**src/rtl/life_run_ctrl_pkg.sv**
```systemverilog
// Shared types and constants for the Game of Life run controller.
// Grid is 8x8, row-major, bit 63 = row 0 col 0.
package life_ctrl_pkg;

  localparam int GRID_W = 64;
  localparam int RATE_W = 16;
  localparam int GEN_W  = 16;
  localparam int HR_W   = 3;

  typedef enum logic [2:0] {
    IDLE   = 3'd0,
    LOAD   = 3'd1,
    RUN    = 3'd2,
    PAUSED = 3'd3,
    HALT   = 3'd4
  } state_t;

  localparam logic [HR_W-1:0] HALT_NONE    = 3'b000;
  localparam logic [HR_W-1:0] HALT_LIMIT   = 3'b001;
  localparam logic [HR_W-1:0] HALT_EXTINCT = 3'b010;
  localparam logic [HR_W-1:0] HALT_STABLE  = 3'b011;
  localparam logic [HR_W-1:0] HALT_OSC2    = 3'b100;

  // Rates below 2 would let an evaluation see a grid the engine has not yet updated.
  function automatic logic [RATE_W-1:0] eff_period(input logic [RATE_W-1:0] rate_div);
    return (rate_div < RATE_W'(2)) ? RATE_W'(2) : rate_div;
  endfunction

endpackage

```
**src/rtl/life_run_ctrl_if.sv**
```systemverilog
// Control, engine and status signals of the Life run controller.
// master = top-level control plus engine side, slave = controller.
interface life_run_ctrl_if;
  import life_ctrl_pkg::*;

  logic              start;
  logic              stop;
  logic              single_step;
  logic              use_lfsr;
  logic [GRID_W-1:0] seed;
  logic [GRID_W-1:0] lfsr_value;
  logic [RATE_W-1:0] rate_div;
  logic [GEN_W-1:0]  max_gens;
  logic [GRID_W-1:0] grid_cur;
  logic [GRID_W-1:0] grid_next;
  logic              eng_load;
  logic [GRID_W-1:0] eng_seed;
  logic              eng_step;
  logic              busy;
  logic              done;
  logic [HR_W-1:0]   halt_reason;
  logic [GEN_W-1:0]  gen_count;

  modport master (
    output start, stop, single_step, use_lfsr, seed, lfsr_value,
    output rate_div, max_gens, grid_cur, grid_next,
    input  eng_load, eng_seed, eng_step, busy, done, halt_reason, gen_count
  );

  modport slave (
    input  start, stop, single_step, use_lfsr, seed, lfsr_value,
    input  rate_div, max_gens, grid_cur, grid_next,
    output eng_load, eng_seed, eng_step, busy, done, halt_reason, gen_count
  );

endinterface

```
**src/rtl/life_run_ctrl_tick_div.sv**
```systemverilog
// life_tick_div: evaluation-rate divider; ticks once every max(rate_div,2) enabled cycles.
// Counter freezes while enable is low and restarts from 0 on clear.
module life_tick_div
  import life_ctrl_pkg::*;
(
  input  logic              clk,
  input  logic              reset,
  input  logic              enable,
  input  logic              clear,
  input  logic [RATE_W-1:0] rate_div,
  output logic              tick
);

  logic [RATE_W-1:0] r_cnt;
  logic [RATE_W-1:0] w_last;

  assign w_last = eff_period(rate_div) - RATE_W'(1);
  // >= keeps the divider from running the full counter range if rate_div shrinks mid-run.
  assign tick   = enable && !clear && (r_cnt >= w_last);

  always_ff @(posedge clk or negedge reset) begin
    if (!reset) begin
      r_cnt <= '0;
    end else if (clear) begin
      r_cnt <= '0;
    end else if (enable) begin
      r_cnt <= tick ? '0 : r_cnt + RATE_W'(1);
    end
  end

endmodule

```
**src/rtl/life_run_ctrl.sv**
```systemverilog
// life_run_ctrl: seeds the 8x8 Life engine and paces its generation steps.
// Build option LIFE_OSC2_DETECT_EN adds period-2 oscillator halting.
module life_run_ctrl
  import life_ctrl_pkg::*;
(
  input logic            clk,
  input logic            reset,
  life_run_ctrl_if.slave bus
);

  // state  | meaning
  // IDLE   | waiting for start
  // LOAD   | eng_load strobe, captured seed going into engine
  // RUN    | evaluating at the divided rate
  // PAUSED | divider frozen; single_step, resume or abort
  // HALT   | run ended, halt_reason valid, done high

  state_t            r_state;
  logic              r_eng_load;
  logic              r_eng_step;
  logic              r_busy;
  logic              r_done;
  logic [GRID_W-1:0] r_eng_seed;
  logic [GEN_W-1:0]  r_gen_count;
  logic [HR_W-1:0]   r_halt_reason;
`ifdef LIFE_OSC2_DETECT_EN
  logic [GRID_W-1:0] r_prev_grid;
`endif

  logic            w_tick;
  logic            w_div_en;
  logic            w_div_clr;
  logic            w_eval;
  logic [HR_W-1:0] w_reason;

  assign w_div_en  = (r_state == RUN);
  assign w_div_clr = (r_state == LOAD) ||
                     ((r_state == PAUSED) && bus.start && !bus.stop);

  life_tick_div u_tick_div (
    .clk      (clk),
    .reset    (reset),
    .enable   (w_div_en),
    .clear    (w_div_clr),
    .rate_div (bus.rate_div),
    .tick     (w_tick)
  );

  // stop outranks an evaluation; in PAUSED start also outranks single_step.
  assign w_eval = ((r_state == RUN) && !bus.stop && w_tick) ||
                  ((r_state == PAUSED) && !bus.stop && !bus.start && bus.single_step);

  always_comb begin
    w_reason = HALT_NONE;
    if (bus.grid_cur == '0)
      w_reason = HALT_EXTINCT;
    else if (bus.grid_next == bus.grid_cur)
      w_reason = HALT_STABLE;
`ifdef LIFE_OSC2_DETECT_EN
    else if ((r_gen_count != '0) && (bus.grid_next == r_prev_grid))
      w_reason = HALT_OSC2;
`endif
    else if ((bus.max_gens != '0) && (r_gen_count == bus.max_gens))
      w_reason = HALT_LIMIT;
  end

  always_ff @(posedge clk or negedge reset) begin
    if (!reset) begin
      r_state       <= IDLE;
      r_eng_load    <= 1'b0;
      r_eng_step    <= 1'b0;
      r_busy        <= 1'b0;
      r_done        <= 1'b0;
      r_eng_seed    <= '0;
      r_gen_count   <= '0;
      r_halt_reason <= HALT_NONE;
`ifdef LIFE_OSC2_DETECT_EN
      r_prev_grid   <= '0;
`endif
    end else begin
      r_eng_load <= 1'b0;
      r_eng_step <= 1'b0;

      case (r_state)
        IDLE, HALT: begin
          if (bus.start && !bus.stop) begin
            r_state       <= LOAD;
            r_eng_load    <= 1'b1;
            r_eng_seed    <= bus.use_lfsr ? bus.lfsr_value : bus.seed;
            r_gen_count   <= '0;
            r_halt_reason <= HALT_NONE;
            r_done        <= 1'b0;
            r_busy        <= 1'b1;
          end
        end
        LOAD: begin
          r_state <= RUN;
`ifdef LIFE_OSC2_DETECT_EN
          r_prev_grid <= '0;
`endif
        end
        RUN: begin
          if (bus.stop)
            r_state <= PAUSED;
        end
        PAUSED: begin
          if (bus.stop) begin
            r_state <= IDLE;
            r_busy  <= 1'b0;
          end else if (bus.start) begin
            r_state <= RUN;
          end
        end
        default: begin
          r_state <= IDLE;
          r_busy  <= 1'b0;
          r_done  <= 1'b0;
        end
      endcase

      // Evaluation never coincides with a state change above, so it may override r_state.
      if (w_eval) begin
        if (w_reason != HALT_NONE) begin
          r_state       <= HALT;
          r_halt_reason <= w_reason;
          r_done        <= 1'b1;
          r_busy        <= 1'b0;
        end else begin
          r_eng_step <= 1'b1;
          if (r_gen_count != '1)
            r_gen_count <= r_gen_count + GEN_W'(1);
`ifdef LIFE_OSC2_DETECT_EN
          r_prev_grid <= bus.grid_cur;
`endif
        end
      end
    end
  end

  assign bus.eng_load    = r_eng_load;
  assign bus.eng_seed    = r_eng_seed;
  assign bus.eng_step    = r_eng_step;
  assign bus.busy        = r_busy;
  assign bus.done        = r_done;
  assign bus.halt_reason = r_halt_reason;
  assign bus.gen_count   = r_gen_count;

endmodule

```
**src/flat_wrapper.sv**
```systemverilog
// flat-port wrapper written by rule: the top's interface ports become plain ports
module life_run_ctrl_flat import life_ctrl_pkg::*;
  (clk, reset, bus_start, bus_stop, bus_single_step, bus_use_lfsr, bus_seed, bus_lfsr_value, bus_rate_div, bus_max_gens, bus_grid_cur, bus_grid_next, bus_eng_load, bus_eng_seed, bus_eng_step, bus_busy, bus_done, bus_halt_reason, bus_gen_count);
  life_run_ctrl_if bus_i ();
  input logic clk;
  input logic reset;
  input wire logic [$bits(bus_i.start)-1:0] bus_start;
  input wire logic [$bits(bus_i.stop)-1:0] bus_stop;
  input wire logic [$bits(bus_i.single_step)-1:0] bus_single_step;
  input wire logic [$bits(bus_i.use_lfsr)-1:0] bus_use_lfsr;
  input wire logic [$bits(bus_i.seed)-1:0] bus_seed;
  input wire logic [$bits(bus_i.lfsr_value)-1:0] bus_lfsr_value;
  input wire logic [$bits(bus_i.rate_div)-1:0] bus_rate_div;
  input wire logic [$bits(bus_i.max_gens)-1:0] bus_max_gens;
  input wire logic [$bits(bus_i.grid_cur)-1:0] bus_grid_cur;
  input wire logic [$bits(bus_i.grid_next)-1:0] bus_grid_next;
  output wire logic [$bits(bus_i.eng_load)-1:0] bus_eng_load;
  output wire logic [$bits(bus_i.eng_seed)-1:0] bus_eng_seed;
  output wire logic [$bits(bus_i.eng_step)-1:0] bus_eng_step;
  output wire logic [$bits(bus_i.busy)-1:0] bus_busy;
  output wire logic [$bits(bus_i.done)-1:0] bus_done;
  output wire logic [$bits(bus_i.halt_reason)-1:0] bus_halt_reason;
  output wire logic [$bits(bus_i.gen_count)-1:0] bus_gen_count;
  assign bus_i.start = bus_start;
  assign bus_i.stop = bus_stop;
  assign bus_i.single_step = bus_single_step;
  assign bus_i.use_lfsr = bus_use_lfsr;
  assign bus_i.seed = bus_seed;
  assign bus_i.lfsr_value = bus_lfsr_value;
  assign bus_i.rate_div = bus_rate_div;
  assign bus_i.max_gens = bus_max_gens;
  assign bus_i.grid_cur = bus_grid_cur;
  assign bus_i.grid_next = bus_grid_next;
  assign bus_eng_load = bus_i.eng_load;
  assign bus_eng_seed = bus_i.eng_seed;
  assign bus_eng_step = bus_i.eng_step;
  assign bus_busy = bus_i.busy;
  assign bus_done = bus_i.done;
  assign bus_halt_reason = bus_i.halt_reason;
  assign bus_gen_count = bus_i.gen_count;
  life_run_ctrl u_core (.clk(clk), .reset(reset), .bus(bus_i));
endmodule
```
**config.mk**
```make
export PLATFORM = sky130hd
export DESIGN_NAME = life_run_ctrl_flat
export DESIGN_NICKNAME = d
export VERILOG_FILES = /design/src/rtl/life_run_ctrl_pkg.sv /design/src/rtl/life_run_ctrl_if.sv /design/src/rtl/life_run_ctrl_tick_div.sv /design/src/rtl/life_run_ctrl.sv /design/src/flat_wrapper.sv
export SDC_FILE = /design/constraint.sdc
export NUM_CORES = 1
export LEC_CHECK = 0
export ABC_AREA = 1
export CAP_MARGIN = 20
export CORE_AREA = 4 4 147 149
export DETAILED_ROUTE_END_ITERATION = 10
export DIE_AREA = 0 0 151 153
export PLACE_DENSITY = 0.79
export SYNTH_ARGS = -nofsm -noshare
export SYNTH_HDL_FRONTEND = slang
export SYNTH_SLANG_ARGS = --single-unit
```
**constraint.sdc**
```tcl
create_clock -name clk -period 5.9 [get_ports clk]
set_clock_uncertainty 0.15 [all_clocks]
set_input_delay 1.475 -clock clk [delete_from_list [all_inputs] [get_ports clk]]
set_output_delay 1.475 -clock clk [all_outputs]
set_load 0.01 [all_outputs]
```
Word-level counts from Yosys, hierarchy flattened
Index checks and enable logic that the tools add are counted.

Flip-flop bits (word level): 106. Word-level logic and storage cells: 83. Output and inout port bits: 87. Input bits: 294.

Magnitude comparators: 2. $add $sub $neg: 3. Mux-type cells: 37. Reductions and logical operators: 25. Eq/ne operators: 7.

Operators with widths (number): $mux 16 (9); $eq 64x64->1 (1); $logic_not 64->1 (1); $mux 64 (1); $mux 3 (12); $add 16x1->16 const B (2); $eq 16x16->1 (1); $ge 16x16->1 (1); $lt 16x2->1 const B (1); $ne 16x16->1 const B (1); $reduce_bool 16->1 (1); $sub 16x1->16 const B (1); $mux 1 (12); $pmux 3 s4 (1); $logic_and 1x1->1 (11); $eq 3x2->1 const B (2); $reduce_or 2->1 (2); $eq 3x1->1 const B (1); $eq 3x3->1 const B (1); $logic_not 1->1 (3); $logic_not 3->1 (1); $pmux 1 s3 (1); $reduce_bool 3->1 (1); $reduce_or 3->1 (1); 4 further kinds (5).

Depth between registers and ports, before layout
Gate-level depths: netlist of run 1.

Word-level depth: 10. Mapped depth: 28. Gate-level depth less buffers: 28.

Modules after synthesis
From an unflattened synthesis of run 1, not the netlist that was laid out.

Cells, all modules: 1294. Area, all modules: 8084.0 um^2.

Modules (own cells, without submodules): life_run_ctrl (times used 1, sequential area each 2252.2 um^2, cells each 1018, area each 6256.0 um^2); life_tick_div (times used 1, sequential area each 400.4 um^2, cells each 276, area each 1828.0 um^2).

Worst setup path after synthesis of run 1
Ideal clock, no wire load.

Path type: input to register. Start point: input port bus_rate_div[3]. End point: register u_core.r_gen_count[0], in the netlist u_core.bus.gen_count[0]. Stages on the path: 26. Library setup time: 0.117 ns. Path buffers: 1. Path slack: 1.393 ns. Required time: 5.633 ns. Arrival: 4.240 ns. Cells stage by stage: or2_0 > nor3_1 > nand2_1 > nand2_1 > ha_1 > inv_1 > nor2_1 > inv_1 > nor2_1 > nand3_1 > nor2_1 > xor2_1 > inv_1 > ha_1 > nand2_1 > inv_1 > nand3_1 > nor3_1 > nand2_1 > nand2_1 > nand3_1 > nand2_1 > inv_1 > buf_2 > nand2_1 > nand2_1.

Cells in the longest elaborated chain, start to end: 8.

RTL lines: start: declaration (RTL line flat_wrapper.sv:13) `input wire logic [$bits(bus_i.rate_div)-1:0] bus_rate_div;`; $lt 16x2->1 (RTL line life_run_ctrl_pkg.sv:26) `return (rate_div < RATE_W'(2)) ? RATE_W'(2) : rate_div;`; $mux 16 (*) (RTL line life_run_ctrl_pkg.sv:26); $sub 16x1->16 (*) (RTL line life_run_ctrl_tick_div.sv:17) `assign w_last = eff_period(rate_div) - RATE_W'(1);`; $ge 16x16->1 (*) (RTL line life_run_ctrl_tick_div.sv:19) `assign tick = enable && !clear && (r_cnt >= w_last);`; $logic_and 1x1->1 (*) (RTL line life_run_ctrl_tick_div.sv:19); $logic_and 1x1->1 (*) (RTL line life_run_ctrl.sv:50) `assign w_eval = ((r_state == RUN) && !bus.stop && w_tick) ||`; $logic_or 1x1->1 (*) (RTL line life_run_ctrl.sv:50); $mux 16 (*) (RTL line life_run_ctrl.sv:122) `if (w_eval) begin`; end signal: assignment (RTL line life_run_ctrl.sv:131) `r_gen_count <= r_gen_count + GEN_W'(1);`; end: declaration (RTL line life_run_ctrl.sv:24) `logic [GEN_W-1:0] r_gen_count;`.

Every way passes the cells marked *; elsewhere a longest branch is shown, timed or not. A chain may end at the register's enable or synchronous reset.

Worst setup path in the final report of run 1
Start point: input port bus_rate_div[5]. End point: register u_core.r_gen_count[8], in the netlist u_core.bus.gen_count[8].

Same word-level chain as after synthesis.

==> out/qor.yml, run 1 <==
run_status:
  status: "finished, final reports clean"
clock_tree:
  cts_resized: 0
  tritoncts: "done"
  cts_root_buf: "clkbuf_16"
  clockBufferDepth: 2
  cts_buffers: 9
  hold_buffers: 0
  clkTransAtPathRegs_ps: 80
  h-tree-depth: 3
  cts_setup_buffers: 0
  insertion_delay_ps: 350
  cts.sinks: 106
drt:
  routed-via-count: 9093
  routed_via_density: 4.675
  wire_per_inst_um: 14.23
  firstDrtPassIters: 5
  drtIter0Drc: 421
  drt-total-wl_um: 27680
  drc: 0
  ant_nets: 0
global_route:
  antenna_found_initial: 0
  grt_pass1_wl_um: 42820
  grt_use_total_pct: 23.25
  grt_max_degree: 129
  grt_pass1_vias: 8542
  grt_overflow_total: 0
synth:
  yosysWarnings: 0
  synth_top_area_cell: "dfrtp_1"
  ys_ff_latch: 106
  synthCells: 1318
  synthArstFlopShare_pct: 100.0
  synth_commonest_cells: "461 x nand2_1, 218 x inv_1, 140 x o21ai_0"
  netlist.area_leader.share_pct: 32.39
  syn_nets: 1631
  yosys-top-cells-area: "dfrtp_1 32%, nand2_1 21%, inv_1 10%, o21ai_0 8.6%, nor2_1 6.0%"
  synth_edf_count: 0
  syn_area_um2: 8189
  yosysMostFrequentCell: "nand2_1"
  ys.flop_type: "dfrtp_1"
  ys_seq_area_share_pct: 32.39
  avgSynthCellArea_um2: 6.213
  synthDistinctLibCells: 43
finish:
  drive_gt1_share_pct: 3.045
  fin_nets: 1983
  area_growth_pct: 51.60
  fill_cells: 1878
  n_antenna_cell: 0
sta:
  hold_ws_ps: 335.1
  min_period_over_period_pct: 86.40
  fin_crit_ps: 5098
  slew_headroom_pct: 31.73
  worst_pin_slew_ps: 1024
  hold_violations: 0
  drv_slew: 0
  setup_viol: 0
  rsz0062_at_grt: "no"
  max_freq_ghz: 0.1962
  setup_tns_ps: 0
power:
  p_switching_w: 0.001097
  combPwrFrac_pct: 45.2
  pwr-share-clk_pct: 18.7
  power_frac_seq_pct: 36.1
  leakagePower_nw: 6.199
  p_per_area_nw_per_um2: 248.8
  p_sw_share_pct: 35.52
  ir_worst_vdd_mv: 0.1608
  internal_power_w: 0.001992
setup_path:
  critical_path_class: "input pin to register"
  r2r-end: "u_core.bus.gen_count[0]"
  startpoint_type: "input pin"
  path_max_fanout: 12
  r2r-start: "u_core.r_state[1]"
  cp_data_required_time_ps: 6040
  startpoint: "bus_rate_div[5]"
  critPathSlowestCell: "clkdlybuf4s50_1"
  crit_end: "u_core.bus.gen_count[8]"
  rr_worst_depth: 10
  cpMostUsedCell: "nand2_1"
  cpPeakStageDelay_ps: 480
  critPathArrivalTime_ps: 5240
  end_kind: "register"
  r2r_setup_slack_ps: 3460
placement:
  numPortBuffers: 380
  gp_congestion: 0.8645
  hpwl_um: 22700
die:
  core_area_um2: 20170
  die_h_um: 153
  start_util_pct: 40.60
  die_w_um: 151
  ios: 381
  num_rows: 52
  design.die.area_um2: 23100
job:
  timing.max_cap.violations: 0
hold_path:
  hold_path.class: "register to register"
==> cell usage in the layout (no fill, tap or decap), drive strengths merged, types with 30 or more instances in the layout <==
cell	n
nand4	30
nand2	465
dfrtp	106
nand3	34
o21ai	143
clkdlybuf4s50	378
inv	231
xor2	30
nor2	138
==> area by class of cell <==
cell class	count	area, µm²	share of cell area, %
clock inverter	6	46.29	0.3729
sequential	106	2653	21.37
timing repair buffer	383	3821	30.78
clock buffer	10	229.0	1.844
inverter	228	855.8	6.894
tap	270	337.8	2.721
multi-input combinational	942	4472	36.02
==> worst min-delay path by stage <==
stage                                     start                           to  slack, ps  cells past startpoint
detailed placement       u_core.bus.eng_seed[0]       u_core.bus.eng_seed[0]        320                      2
floorplan           u_core.u_tick_div.r_cnt[15]  u_core.u_tick_div.r_cnt[15]        300                      1
finish                  u_core.bus.eng_seed[56]      u_core.bus.eng_seed[56]        340                      2
CTS                     u_core.bus.eng_seed[11]      u_core.bus.eng_seed[11]        340                      2
global route             u_core.bus.eng_seed[3]       u_core.bus.eng_seed[3]        360                      2
global placement        u_core.bus.eng_seed[15]      u_core.bus.eng_seed[15]        310                      2
==> metrics by stage <==
stage               instance area (µm²)  cells  power, W  util, %  setup WS, ps
detailed placement                12140   1929  0.002530    60.19         421.3
CTS                               12410   1945  0.003124    61.55         794.0
floorplan                          8189   1318  0.001684        -          1393
global placement                  12140   1929  0.002505    60.19         581.3
finish                            12410   1945  0.003089    61.55         802.3
global route                      12410   1945  0.003313    61.55         294.3
==> power groups by stage <==
| stage | Combinational (W) | Clock [W] | Sequential (W) |
|---|---|---|---|
| 6_report | 0.00140 | 0.000578 | 0.00111 |
| 5_1_grt | 0.00154 | 0.000624 | 0.00115 |
| 4_1_cts | 0.00142 | 0.000592 | 0.00111 |
| 3_5_place_dp | 0.00141 | 0 | 0.00112 |
| 3_3_place_gp | 0.00139 | 0 | 0.00111 |
| 2_1_floorplan | 0.000475 | 0 | 0.00121 |
==> kinds of logic (layout without fill, tap and decap cells) <==
logic type	count (synthesis)	count (layout)	synth area share, %
buffers and inverters	270	627	13.09
adders and majority gates	19	19	2.903
and+or+nand+nor	701	701	35.39
AOI/OAI and AO/OA	172	172	10.88
DFF	106	106	32.39
xor gates and xnor gates	50	50	5.348
==> worst max-delay path: cells and delay by family <==
kind | cells | cell delay, ps
XOR/XNOR | 1 | 180
adder cells (fa/ha/maj) | 2 | 460
buffers and inverters | 6 | 970
AND/OR/NAND/NOR | 19 | 2160
==> registers in the layout, summed over array words and instances (netlist names) <==
signal / flops
u_core.bus.eng_seed: 64
u_core.bus.gen_count: 16
u_core.u_tick_div.r_cnt: 16
u_core.bus.halt_reason: 3
u_core.r_state: 3
u_core.bus.busy: 1
u_core.bus.done: 1
u_core.bus.eng_load: 1
u_core.bus.eng_step: 1
==> metal layers <==
| metal | global-route usage, % | share of wire, % | wire, µm |
|---|---|---|---|
| met4 | 6.434 | 1.9 | 538 |
| met2 | 39.98 | 48 | 13360 |
| met5 | 0 | 0 | 0 |
| met3 | 5.449 | 7.3 | 2026 |
| met1 | 29.04 | 42 | 11760 |
No activity file was read; power rests on OpenSTA's default activity.
==> run 2: changes to the inputs <==
--- a/config.mk
+++ b/config.mk
@@ -8,6 +8,7 @@
 export ABC_AREA = 1
 export CAP_MARGIN = 20
 export CORE_AREA = 4 4 147 149
+export CTS_CLUSTER_DIAMETER = 150
 export DETAILED_ROUTE_END_ITERATION = 10
 export DIE_AREA = 0 0 151 153
 export PLACE_DENSITY = 0.79
==> results of run 2 <==
The final DEF is identical to that of run 1; final timing and power are the same.
==> run 3: changes to the inputs <==
--- a/config.mk
+++ b/config.mk
@@ -5,13 +5,13 @@
 export SDC_FILE = /design/constraint.sdc
 export NUM_CORES = 1
 export LEC_CHECK = 0
-export ABC_AREA = 1
+export ABC_AREA = 0
 export CAP_MARGIN = 20
-export CORE_AREA = 4 4 147 149
+export CORE_AREA = 2 2 150 152
 export CTS_CLUSTER_DIAMETER = 150
 export DETAILED_ROUTE_END_ITERATION = 10
-export DIE_AREA = 0 0 151 153
-export PLACE_DENSITY = 0.79
+export DIE_AREA = 0 0 152 154
+export PLACE_DENSITY = 0.67
 export SYNTH_ARGS = -nofsm -noshare
 export SYNTH_HDL_FRONTEND = slang
 export SYNTH_SLANG_ARGS = --single-unit
==> constraint.sdc (replaced) <==
create_clock -name clk -period 5.9 [get_ports clk]
set_clock_uncertainty 0.15 [all_clocks]
set_input_delay 1.18 -clock clk [delete_from_list [all_inputs] [get_ports clk]]
set_output_delay 1.18 -clock clk [all_outputs]
set_load 0.01 [all_outputs]
==> out/qor.yml, run 3 <==
synth:
  ys_ff_latch: 106  # unchanged
  synthCells: 726  # -45%
  synthDistinctLibCells: 46  # +7.0%
  yosys-top-cells-area: "dfrtp_1 40%, mux2i_1 11%, xor2_1 10%, o21ai_0 5.6%, nand2_1 5.3%"
  avgSynthCellArea_um2: 9.248  # +49%
  yosysWarnings: 0  # unchanged
  yosysMostFrequentCell: "dfrtp_1"
  syn_area_um2: 6714  # -18%
  synth_top_area_cell: "dfrtp_1"
  synthArstFlopShare_pct: 100.0  # unchanged
  syn_nets: 1039  # -36%
  synth_edf_count: 0  # unchanged
  ys.flop_type: "dfrtp_1"
  synth_commonest_cells: "106 x dfrtp_1, 95 x nand2_1, 78 x xor2_1"
  ys_seq_area_share_pct: 39.51  # +7.1 points
  netlist.area_leader.share_pct: 39.51  # +7.1 points
global_route:
  grt_pass1_wl_um: 38560  # -9.9%
  grt_pass1_vias: 6683  # -22%
  grt_use_total_pct: 21.23  # -2.0 points
  antenna_found_initial: 0  # unchanged
  grt_max_degree: 93  # -28%
  grt_overflow_total: 0  # unchanged
finish:
  mostFrequentLayoutCells: "378 x clkdlybuf4s50_1, 106 x dfrtp_1, 95 x nand2_1, 78 x xor2_1, 75 x o21ai_0"
  fin_nets: 1407  # -29%
  drive_gt1_share_pct: 3.731  # +0.69 points
  final_common_cell: "clkdlybuf4s50_1"
  final_area_um2: 11140  # -10%
  area_growth_pct: 65.90
  stdcell_count: 1379  # -29%
  n_antenna_cell: 0  # unchanged
  largest_register_ff_count: 64  # unchanged
setup_path:
  rr_worst_depth: 10  # unchanged
  startpoint_type: "input pin"
  end_kind: "register"
  critical_path_class: "input pin to register"
  path_max_fanout: 10  # -2
  startpoint: "bus_rate_div[12]"
  cp_data_required_time_ps: 6000  # -40 ps
  r2r-start: "u_core.u_tick_div.r_cnt[0]"
  r2r_setup_slack_ps: 3140  # -320 ps
  r2r-end: "u_core.bus.busy"
  crit_end: "u_core.bus.busy"
  critPathArrivalTime_ps: 5610  # +370 ps
clock_tree:
  cts_buffers: 9  # unchanged
  clockBufferDepth: 2  # unchanged
  clkTransAtPathRegs_ps: 80  # about the same
  cts.sinks: 106  # unchanged
  cts_resized: 0  # unchanged
  cts_root_buf: "clkbuf_16"
  tritoncts: "done"
  insertion_delay_ps: 350  # about the same
  h-tree-depth: 3  # unchanged
die:
  die_w_um: 152  # +0.66%
  num_rows: 54  # +3.8%
  design.die.area_um2: 23410  # +1.3%
  ios: 381  # unchanged
  die_h_um: 154  # +0.65%
  start_util_pct: 30.96  # -9.6 points
  core_area_um2: 21690  # +7.5%
power:
  p_per_area_nw_per_um2: 280.7  # +13%
  ir_worst_vdd_mv: 0.1527  # -5.0%
  total_power_w: 0.003126  # +1.2%
  leakagePower_nw: 4.677  # -25%
sta:
  min_period_over_period_pct: 93.39  # +7.0 points
  setup_tns_ps: 0  # unchanged
  hold_violations: 0  # unchanged
  layout_setup_ws_ps: 389.9  # -412.4 ps
  setup_viol: 0  # unchanged
  fin_crit_ps: 5510  # +412.4 ps
  slew_headroom_pct: 27.39  # -4.3 points
  max_freq_ghz: 0.1815  # -7.5%
  worst_pin_slew_ps: 1089  # +65.15 ps
  drv_slew: 0  # unchanged
placement:
  placed_cells: 1362  # -29%
  gp_congestion: 0.9905  # +15%
  placed_cell_area_um2: 10820  # -11%
  pre_cts_ws_ps: 8.428  # -412.8 ps
  numPortBuffers: 380  # unchanged
  hpwl_um: 21050  # -7.3%
job:
  timing.max_cap.violations: 0  # unchanged
drt:
  wire_per_inst_um: 18.49  # +30%
  firstDrtPassIters: 4  # -1
  ant_nets: 0  # unchanged
  routed_via_density: 4.748  # +1.6%
  routed-via-count: 6547  # -28%
  drc: 0  # unchanged
  drt-total-wl_um: 25500  # -7.9%
  drtIter0Drc: 355  # -16%
run_status:
  status: "finished, final reports clean"
hold_path:
  hold_path.class: "register to register"
[run 3: what timing repair did]
item,CTS,global route
setup endpoints to repair,0,13
setup buffers,0,1
hold buffers,0,0
[run 3: layout make-up]
cell class	instances	area (µm²)
clock buffers	9	225.2
clock inverters	7	87.58
fillers	2035	10550
inverters	12	45.04
multi-input cells	576	3899
flip-flops and latches	106	2653
well taps	280	350.3
repair buffers	389	3879
[run 3: kinds of logic after synthesis]
logic type | after synthesis | share of synthesized area [%]
compound gates | 113 | 9.840
xor+xnor | 108 | 14.09
fa+ha+maj | 19 | 3.541
buf+inv | 44 | 2.497
flops | 106 | 39.51
mux | 74 | 11.03
simple gates | 262 | 19.49
[run 3: how the worst min path moves through the flow]
stage | to | slack (ps) | from | depth (start not counted)
floorplan | u_core.u_tick_div.r_cnt[15] | 360 | u_core.u_tick_div.r_cnt[15] | 2
global placement | u_core.bus.eng_seed[9] | 310 | u_core.bus.eng_seed[9] | 2
detailed placement | u_core.bus.eng_seed[51] | 320 | u_core.bus.eng_seed[51] | 2
CTS | u_core.bus.eng_seed[51] | 340 | u_core.bus.eng_seed[51] | 2
global route | u_core.bus.eng_seed[30] | 350 | u_core.bus.eng_seed[30] | 2
finish | u_core.bus.eng_seed[31] | 330 | u_core.bus.eng_seed[31] | 2
[run 3: worst max-delay path, stage by stage]
cell and delay, ps:
clkdlybuf4s50_1 440, or4_4 570, nor3_2 120, and4b_4 270, inv_1 40, o21ai_0 220
ha_1 270, nand2_1 90, or3_1 350, nor3_1 190, xnor2_1 100, ha_1 180
a21oi_1 140, nor3_1 70, nor4_1 290, o211ai_1 150, buf_4 180, and2_1 240
and2_1 260, a311oi_1 260
[run 3: per-layer routing]
layer / vias up / part of all wire, % / wire, µm / global-route usage, %
met1: 3014 / 45 / 11570 / 29.06
met5: - / 0 / 0 / 0
li1: 3330 / - / - / -
met2: 181 / 48 / 12240 / 35.09
met4: 0 / 1.4 / 360 / 3.961
met3: 22 / 5.2 / 1327 / 4.369
[run 3: stage by stage]
stage	util, %	hold slack [ps]
4_1_cts	51.32	335.9
5_1_grt	51.36	354.2
6_report	51.36	330.3
2_1_floorplan	-	360.9
3_3_place_gp	49.88	310.7
3_5_place_dp	49.88	319.4
[run 3: report_power, final]
group          leakage [nW]  switching, W  internal, W
Sequential             1.37      0.000185     0.000966
Clock                 0.145      0.000294     0.000337
Combinational          3.16      0.000592     0.000752
